`src/rtl/note_pkg.sv`:
```
// Shared constants and types for the buzzer note arbiter.
package note_pkg;

    localparam int NOTE_W = 8;
    localparam logic [NOTE_W-1:0] NOTE_REST = '0;

    localparam logic [1:0] OWNER_NONE = 2'b00;
    localparam logic [1:0] OWNER_SONG = 2'b01;
    localparam logic [1:0] OWNER_KEY  = 2'b10;

    typedef enum logic [2:0] {
        ST_IDLE,
        ST_GAP,
        ST_SONG,
        ST_KEY,
        ST_HOLD
    } arbState_t;

    function automatic int maxInt(int a, int b);
        return (a > b) ? a : b;
    endfunction

endpackage

```
`src/rtl/note_arbiter_gap_timer.sv`:
```
// Loadable saturating down counter used for both the articulation gap
// and the post-release holdoff.
module gap_timer #(
    parameter int W = 4
) (
    input  logic         clk,
    input  logic         rst,
    input  logic         load,
    input  logic [W-1:0] loadValue,
    output logic         done
);

    logic [W-1:0] count;

    always_ff @(posedge clk or posedge rst) begin
        if (rst) begin
            count <= '0;
        end else if (load) begin
            count <= loadValue;
        end else if (count != '0) begin
            count <= count - W'(1);
        end
    end

    assign done = (count == '0);

endmodule

```
`src/rtl/note_arbiter.sv`:
```
// Arbitrates the buzzer note path between live key notes and song
// playback, inserting a silent gap before each new note.
module note_arbiter #(
    parameter int GAP_CYCLES     = 4,
    parameter int HOLDOFF_CYCLES = 10,
    parameter int NOTE_W         = 8
) (
    input  logic              iClk,
    input  logic              iReset,
    input  logic [NOTE_W-1:0] iKey_Note,
    input  logic [NOTE_W-1:0] iSong_Note,
    input  logic              iSong_Valid,
    output logic [NOTE_W-1:0] oFreq_Data,
    output logic              oCountEnable,
    output logic              oSongHold,
    output logic [1:0]        oOwner
);

    import note_pkg::*;

    localparam int MAXC = maxInt(GAP_CYCLES, HOLDOFF_CYCLES);
    localparam int CW   = $clog2(MAXC + 1);
    localparam bit NO_GAP = (GAP_CYCLES == 0);
    // Counter exits on the edge after it reads zero, hence the minus one.
    localparam logic [CW-1:0] GAP_LOAD =
        CW'((GAP_CYCLES > 0) ? GAP_CYCLES - 1 : 0);
    localparam logic [CW-1:0] HOLD_LOAD = CW'(HOLDOFF_CYCLES - 1);

    arbState_t         state;
    arbState_t         nextState;
    logic [NOTE_W-1:0] note;
    logic [NOTE_W-1:0] nextNote;
    logic              pendKey;
    logic              nextPendKey;
    logic              goGap;
    logic              goHold;
    logic              startNote;
    logic              timerLoad;
    logic [CW-1:0]     timerValue;
    logic              timerDone;
    logic              keyOn;
    logic              keyChg;
    logic              songChg;
    logic [NOTE_W-1:0] nextFreq;
    logic [1:0]        nextOwner;
    logic              nextHold;
    logic              nextPulse;

    assign keyOn   = |iKey_Note;
    assign keyChg  = (iKey_Note != note);
    assign songChg = (iSong_Note != note);

    gap_timer #(
        .W(CW)
    ) uTimer (
        .clk      (iClk),
        .rst      (iReset),
        .load     (timerLoad),
        .loadValue(timerValue),
        .done     (timerDone)
    );

    assign timerLoad  = goGap | goHold;
    assign timerValue = goHold ? HOLD_LOAD : GAP_LOAD;

    always_ff @(posedge iClk or posedge iReset) begin
        if (iReset) begin
            state        <= ST_IDLE;
            note         <= '0;
            pendKey      <= 1'b0;
            oFreq_Data   <= '0;
            oCountEnable <= 1'b0;
            oSongHold    <= 1'b0;
            oOwner       <= OWNER_NONE;
        end else begin
            state        <= nextState;
            note         <= nextNote;
            pendKey      <= nextPendKey;
            oFreq_Data   <= nextFreq;
            oCountEnable <= nextPulse;
            oSongHold    <= nextHold;
            oOwner       <= nextOwner;
        end
    end

    always_comb begin
        nextState   = state;
        nextNote    = note;
        nextPendKey = pendKey;
        goGap       = 1'b0;
        goHold      = 1'b0;
        startNote   = 1'b0;
        unique case (state)
            ST_IDLE: begin
                if (keyOn) begin
                    nextNote    = iKey_Note;
                    nextPendKey = 1'b1;
                    goGap       = 1'b1;
                end else if (iSong_Valid) begin
                    nextNote    = iSong_Note;
                    nextPendKey = 1'b0;
                    goGap       = 1'b1;
                end
            end
            ST_GAP: begin
                if (pendKey) begin
                    if (!keyOn) begin
                        goHold = 1'b1;
                    end else if (keyChg) begin
                        nextNote = iKey_Note;
                        goGap    = 1'b1;
                    end else if (timerDone) begin
                        nextState = ST_KEY;
                        startNote = 1'b1;
                    end
                end else if (keyOn) begin
                    nextNote    = iKey_Note;
                    nextPendKey = 1'b1;
                    goGap       = 1'b1;
                end else if (!iSong_Valid) begin
                    nextState = ST_IDLE;
                end else begin
                    // Song edits track silently without restarting the gap.
                    nextNote = iSong_Note;
                    if (timerDone) begin
                        nextState = ST_SONG;
                        startNote = 1'b1;
                    end
                end
            end
            ST_SONG: begin
                if (keyOn) begin
                    nextNote    = iKey_Note;
                    nextPendKey = 1'b1;
                    goGap       = 1'b1;
                end else if (!iSong_Valid) begin
                    nextState = ST_IDLE;
                end else if (songChg) begin
                    nextNote = iSong_Note;
                    goGap    = 1'b1;
                end
            end
            ST_KEY: begin
                if (!keyOn) begin
                    goHold = 1'b1;
                end else if (keyChg) begin
                    nextNote = iKey_Note;
                    goGap    = 1'b1;
                end
            end
            ST_HOLD: begin
                if (keyOn) begin
                    nextNote    = iKey_Note;
                    nextPendKey = 1'b1;
                    goGap       = 1'b1;
                end else if (timerDone) begin
                    nextPendKey = 1'b0;
                    if (iSong_Valid) begin
                        nextNote = iSong_Note;
                        goGap    = 1'b1;
                    end else begin
                        nextState = ST_IDLE;
                    end
                end
            end
            default: nextState = ST_IDLE;
        endcase
        if (goHold) begin
            nextState   = ST_HOLD;
            nextPendKey = 1'b1;
        end
        if (goGap) begin
            if (NO_GAP) begin
                nextState = nextPendKey ? ST_KEY : ST_SONG;
                startNote = 1'b1;
            end else begin
                nextState = ST_GAP;
            end
        end
    end

    always_comb begin
        nextFreq  = '0;
        nextOwner = OWNER_NONE;
        nextHold  = 1'b0;
        unique case (nextState)
            ST_SONG: begin
                nextFreq  = nextNote;
                nextOwner = OWNER_SONG;
            end
            ST_KEY: begin
                nextFreq  = nextNote;
                nextOwner = OWNER_KEY;
                nextHold  = 1'b1;
            end
            ST_HOLD: begin
                nextOwner = OWNER_KEY;
                nextHold  = 1'b1;
            end
            ST_GAP: begin
                nextOwner = nextPendKey ? OWNER_KEY : OWNER_SONG;
                nextHold  = nextPendKey;
            end
            default: ;
        endcase
    end

    assign nextPulse = startNote & (|nextNote);

endmodule

```
`config.mk`:
```
export PLATFORM = sky130hd
export DESIGN_NAME = note_arbiter
export DESIGN_NICKNAME = d
export VERILOG_FILES = /design/src/rtl/note_pkg.sv /design/src/rtl/note_arbiter_gap_timer.sv /design/src/rtl/note_arbiter.sv
export SDC_FILE = /design/constraint.sdc
export NUM_CORES = 1
export LEC_CHECK = 0
export ABC_CLOCK_PERIOD_IN_PS = 3200
export CORE_MARGIN = 2
export CORE_UTILIZATION = 54
export DETAILED_ROUTE_END_ITERATION = 12
export HOLD_SLACK_MARGIN = 0.03
export PLACE_DENSITY = 0.79
export SETUP_SLACK_MARGIN = 0.1
export SYNTH_ARGS = -nofsm -noshare
export SYNTH_HDL_FRONTEND = slang
export SYNTH_SLANG_ARGS = --single-unit
```
`constraint.sdc`:
```
create_clock -name iClk -period 3.2 [get_ports iClk]
set_clock_uncertainty 0.05 [all_clocks]
set_input_delay 0.64 -clock iClk [delete_from_list [all_inputs] [get_ports iClk]]
set_output_delay 0.64 -clock iClk [all_outputs]
set_load 0.005 [all_outputs]
```
# == Word-level counts from Yosys, hierarchy flattened ==
# Cells that the tools add are included.
# W data, S select, Z words.
# op_classes
n_addsub,1
multipliers,0
n_div,0
magnitude_cmp,0
eq_ne,10
shift,0
n_mux,62
n_bitwise,2
n_reduce_logical,9
# ops
operator,n
$mux W8,11
$pmux W8 S5,1
$mux W3,13
$mux W1,27
$ne A8 B8 Y1,2
$reduce_or A8 Y1,2
$eq A3 B2 Y1 const B,4
$mux W4,3
$pmux W3 S4,1
$eq A3 B1 Y1 const B,2
$eq A3 B3 Y1 const B,2
$pmux W2 S3,1
$reduce_or A2 Y1,3
$pmux W1 S5,1
$logic_not A4 Y1,1
$pmux W1 S2,2
$pmux W1 S4,1
$reduce_bool A4 Y1,1
$sub A4 B1 Y4 const B,1
$logic_not A3 Y1,1
$mux W2,1
$reduce_bool A2 Y1,1
$and A1 B1 Y1,1
$or A1 B1 Y1,1
# word_totals
register_bits,28
latch_bits,0
mem_bits_rw,0
mem_bits_ro,0
input_bits,19
wordCells,92
mem_count,0

# == Longest topological paths before layout ==
# logic_depth
ltp_word,11
depth_mapped,10
ltp_nobuf,9

# == Hierarchy ==
# From an unflattened synthesis, not the netlist that was laid out.
# hier_totals
hier_cells,231
area_unflattened_um2,1988.2
# by_module_without_submodules
mod,instances,cells_each,area_each_um2
note_arbiter,1,208,1751.7
gap_timer,1,23,236.5

# == Worst setup path before layout ==
# Ideal clock, no wire load.
# synth_path
path_kind,in2reg
from,input port iKey_Note[3]
to,register oOwner[0]
setup_ns,0.125
arrival_time_ns,2.365
t_required_ns,3.025
path_slack_ns,0.660
stages,8
path_buffers,2
cell_sequence,nor4_1 -> and2_1 -> buf_2 -> buf_4 -> nor2_1 -> o21ai_2 -> nand3_1 -> mux2_2
# synth_between
elab_chain_cells,10
# synth_rtl
item,line_no,source
from (decl),note_arbiter.sv:10,"input logic [NOTE_W-1:0] iKey_Note,"
$ne A8 B8 Y1,note_arbiter.sv:50,assign keyChg = (iKey_Note != note);
$mux W3,note_arbiter.sv:109,end else if (keyChg) begin
$mux W3,note_arbiter.sv:107,if (!keyOn) begin
$mux W3,note_arbiter.sv:106,if (pendKey) begin
$pmux W3 S4,note_arbiter.sv:93,unique case (state)
$mux W3,note_arbiter.sv:168,if (goHold) begin
$mux W3,note_arbiter.sv:172,if (goGap) begin
$eq A3 B3 Y1 or $eq A3 B2 Y1 (tied branches),note_arbiter.sv:186,unique case (nextState)
$reduce_or A2 Y1 (no source line),-,
$pmux W2 S3 (*),note_arbiter.sv:186,
via nextOwner[0],note_arbiter.sv:45,logic [1:0] nextOwner;
to (signal assigned),note_arbiter.sv:82,oOwner <= nextOwner;
to (decl),note_arbiter.sv:16,output logic [1:0] oOwner
# The timed path passes the listed nets; every way through them passes the cells marked *.
# A chain may end at the register's enable or synchronous reset.

# == Worst setup path after layout ==
# layout_path
from,input port iKey_Note[6]
to,register oCountEnable
# layout_between
elab_chain_cells,7
# layout_rtl
item,line_no,source
$ne A8 B8 Y1,note_arbiter.sv:50,
$mux W8,"note_arbiter.sv:109, note_arbiter.sv:146",
$mux W8,note_arbiter.sv:144,if (!keyOn) begin
$mux W8,note_arbiter.sv:106,
$pmux W8 S5,note_arbiter.sv:93,
$reduce_or A8 Y1,note_arbiter.sv:208,assign nextPulse = startNote & (|nextNote);
$and A1 B1 Y1 (*),note_arbiter.sv:208,
via nextPulse,note_arbiter.sv:47,logic nextPulse;
to (signal assigned),note_arbiter.sv:80,oCountEnable <= nextPulse;
to (decl),note_arbiter.sv:14,"output logic oCountEnable,"
# Marks and branches as above.

==> flow_metrics.py <==
metrics = {
    "detailed_routing": {
        "drc": 0,
        "drt-initial-drc-count": 348,
        "vias": 2024,
        "wirelength_um": 5830,
        "viasPerCell": 6.17,
        "wl_per_cell_um": 17.8,
        "ant_nets": 0,
        "firstDrtPassIters": 4,
    },
    "clock_network": {
        "cts-root-buf": "clkbuf_8",
        "cts_sinks": 28,
        "cts_made_buffers": 3,
        "clk_path_buf_depth": 2,
        "clkTransAtPathRegs_ps": 80,
        "cts_tree": "yes",
        "htree_levels": 1,
        "clk_latency_ps": 270,
        "cts_setup_buffers": 0,
    },
    "sta": {
        "setup_viol": 0,
        "setup_tns_ps": 0,
        "drv_slew": 0,
        "period_needed_ps": 2920,
        "fin_crit_sh_pct": 91.4,
        "fmax_mhz": 342,
        "slew-limit-headroom_pct": 57.1,
        "rsz0062_at_grt": "true",
        "worst_pin_slew_ps": 642,
        "fin_hold_ws_ps": 540,
        "hold_viol": 0,
    },
    "placed_design": {
        "place_hpwl_um": 4610,
        "port_buffers": 30,
        "place_congestion": 0.974,
        "placed_area_um2": 2530,
    },
    "critical_path": {
        "cp_cell_sequence": "clkdlybuf4s50_1 > buf_4 > xnor2_1 > nand4_1 > buf_4 > o311ai_0 > and2_0 > a221oi_1 > nor4_1 > a41oi_2",
        "path_class": "primary input to flip-flop",
        "worstPathRequired_ps": 3290,
        "worstPathArrival_ps": 3010,
        "startpoint_type": "primary input",
        "path_max_fanout": 4,
        "crit_path_end_kind": "flip-flop",
        "critPathSlowestCell": "clkdlybuf4s50_1",
        "cpMostUsedCell": "buf_4",
        "slowest_delay_ps": 580,
    },
    "floorplanning": {
        "rows": 22,
        "die_area_um2": 4260,
        "core_area_um2": 3630,
        "die_height_um": 65.2,
        "die_x_um": 65.2,
        "initial_core_util_pct": 55.8,
        "ioPinCount": 31,
    },
    "cells_and_area": {
        "antenna_cells": 0,
        "area_growth_pct": 27.2,
        "fin_util_pct": 70.9,
        "fin_nets": 302,
        "layout-drive-gt1-share_pct": 15.4,
        "final_area_um2": 2580,
    },
    "synth": {
        "ys_warn_count": 0,
        "synthesis.area_um2": 2030,
        "synth_top_area_cell": "dfrtp_1",
        "synth_cell_types": 61,
        "avgSynthCellArea_um2": 8.81,
        "yosys_most_used_dff": "dfrtp_1",
        "ys_top_cells_by_area": "dfrtp_1 (35%), xnor2_1 (7.4%), a21oi_1 (3.5%), nor2_1 (3.2%), nor3_1 (3.0%)",
        "ys_ff_latch": 28,
        "yosysMostFrequentCell": "dfrtp_1",
        "syn_inst": 230,
        "synth_edf_count": 0,
        "synth_common_cells": "dfrtp_1 (28), nor2_1 (17), xnor2_1 (17), a21oi_1 (14)",
        "synth_top_cell_area_share_pct": 34.6,
        "synth_nets": 250,
        "seq_area_frac_synth_pct": 34.6,
        "async_reset_ff_share_pct": 100,
    },
    "power": {
        "finalPower_uw": 675,
        "ir_drop_v": 0.000292,
        "power.density_nw_per_um2": 262,
        "p_leak_nw": 1.04,
    },
    "global_routing": {
        "grt_pass1_wl_um": 9690,
        "gr-total-overflow": 0,
        "grt_pass1_vias": 1893,
        "antenna_found_initial": 0,
        "track_usage_pct": 29.8,
        "grt_max_degree": 29,
    },
    "run_status": {
        "outcome": "complete, no violations",
    },
    "job": {
        "cap_viol_max_count": 0,
    },
    "hold_path": {
        "hold_path_class": "flip-flop to flip-flop",
    },
}
## layer usage
| metal | global-route usage [%] | share of wire, % | vias up |
|---|---|---|---|
| li1 | - | - | 961 |
| met1 | 45.3 | 47 | 957 |
| met2 | 44.9 | 45 | 95 |
| met3 | 2.91 | 7.0 | 11 |
| met4 | 8.85 | 1.7 | 0 |
| met5 | 0 | 0 | - |
## where the power goes
part	internal [mW]	switching, mW
registers	0.360	0.0107
logic	0.0614	0.0587
clock network	0.0844	0.0998
## worst max-delay path: cells and delay by family
| kind | cells | cell delay [ps] |
|---|---|---|
| xor gates and xnor gates | 1 | 110 |
| buffers and inverters | 3 | 910 |
| and+or+nand+nor | 3 | 820 |
| AOI/OAI and AO/OA | 3 | 530 |
## area by class of cell
class	count	area, um2
fill	298	1060
timing repair buffer	56	495
inverter	13	48.8
clock buffer	3	41.3
multi-input combinational	180	1230
tap	48	60.1
sequential	28	701
## registers in the layout (all words and copies together) (netlist names)
name / count
note: 8
oOwner: 2
oCountEnable: 1
state: 3
oFreq_Data: 8
pendKey: 1
uTimer.count: 4
oSongHold: 1
## stage by stage
stage | worst slack, ps | std cells
global route | 94.2 | 328
global placement | -27.0 | 325
CTS | 244 | 328
finish | 275 | 328
floorplan | 660 | 230
detailed placement | -32.6 | 325
## final timing paths
check / from / to / slack, ps / depth (start not counted)
max: iKey_Note[6] / oCountEnable$_DFF_PP0_ / 280 / 10
min: note[7]$_DFF_PP0_ / note[7]$_DFF_PP0_ / 540 / 1
max reg2reg: uTimer.count[0]$_DFFE_PP0P_ / oCountEnable$_DFF_PP0_ / 360 / 9
min reg2reg: note[7]$_DFF_PP0_ / note[7]$_DFF_PP0_ / 540 / 1
max in group asynchronous: iReset / note[2]$_DFF_PP0_ / 2170 / 3
min in group asynchronous: iReset / uTimer.count[1]$_DFFE_PP0P_ / 680 / 3
## logic make-up after synthesis
family                   Yosys count  share of synthesized area [%]
XOR/XNOR                          17                           7.35
buffers and inverters             22                           4.76
adder cells (fa/ha/maj)            2                           1.11
AND/OR/NAND/NOR                   81                           21.1
flip-flops                        28                           34.6
multiplexers                       3                           1.61
AO/OA/AOI/OAI                     77                           29.5
## repair_timing
item,in CTS,in global routing
resized for setup,0,1
setup endpoints to repair,0,2
hold buffers,0,0
## layout by cell type (no fill, tap or decap), types with 3 or more instances in the layout
| cell type | n |
|---|---|
| o21ai_0 | 11 |
| clkdlybuf4s50_1 | 30 |
| nor3_1 | 12 |
| clkbuf_8 | 3 |
| nor4_1 | 6 |
| a21oi_1 | 14 |
| o21a_1 | 4 |
| nor2b_1 | 6 |
| nor2_1 | 16 |
| buf_4 | 26 |
| nand4_1 | 4 |
| a22oi_1 | 4 |
| dfrtp_1 | 28 |
| nand3_1 | 7 |
| a22o_1 | 6 |
| nand2_1 | 13 |
| inv_1 | 13 |
| a21o_1 | 6 |
| xnor2_1 | 17 |
(Power assumes the default switching activity.)
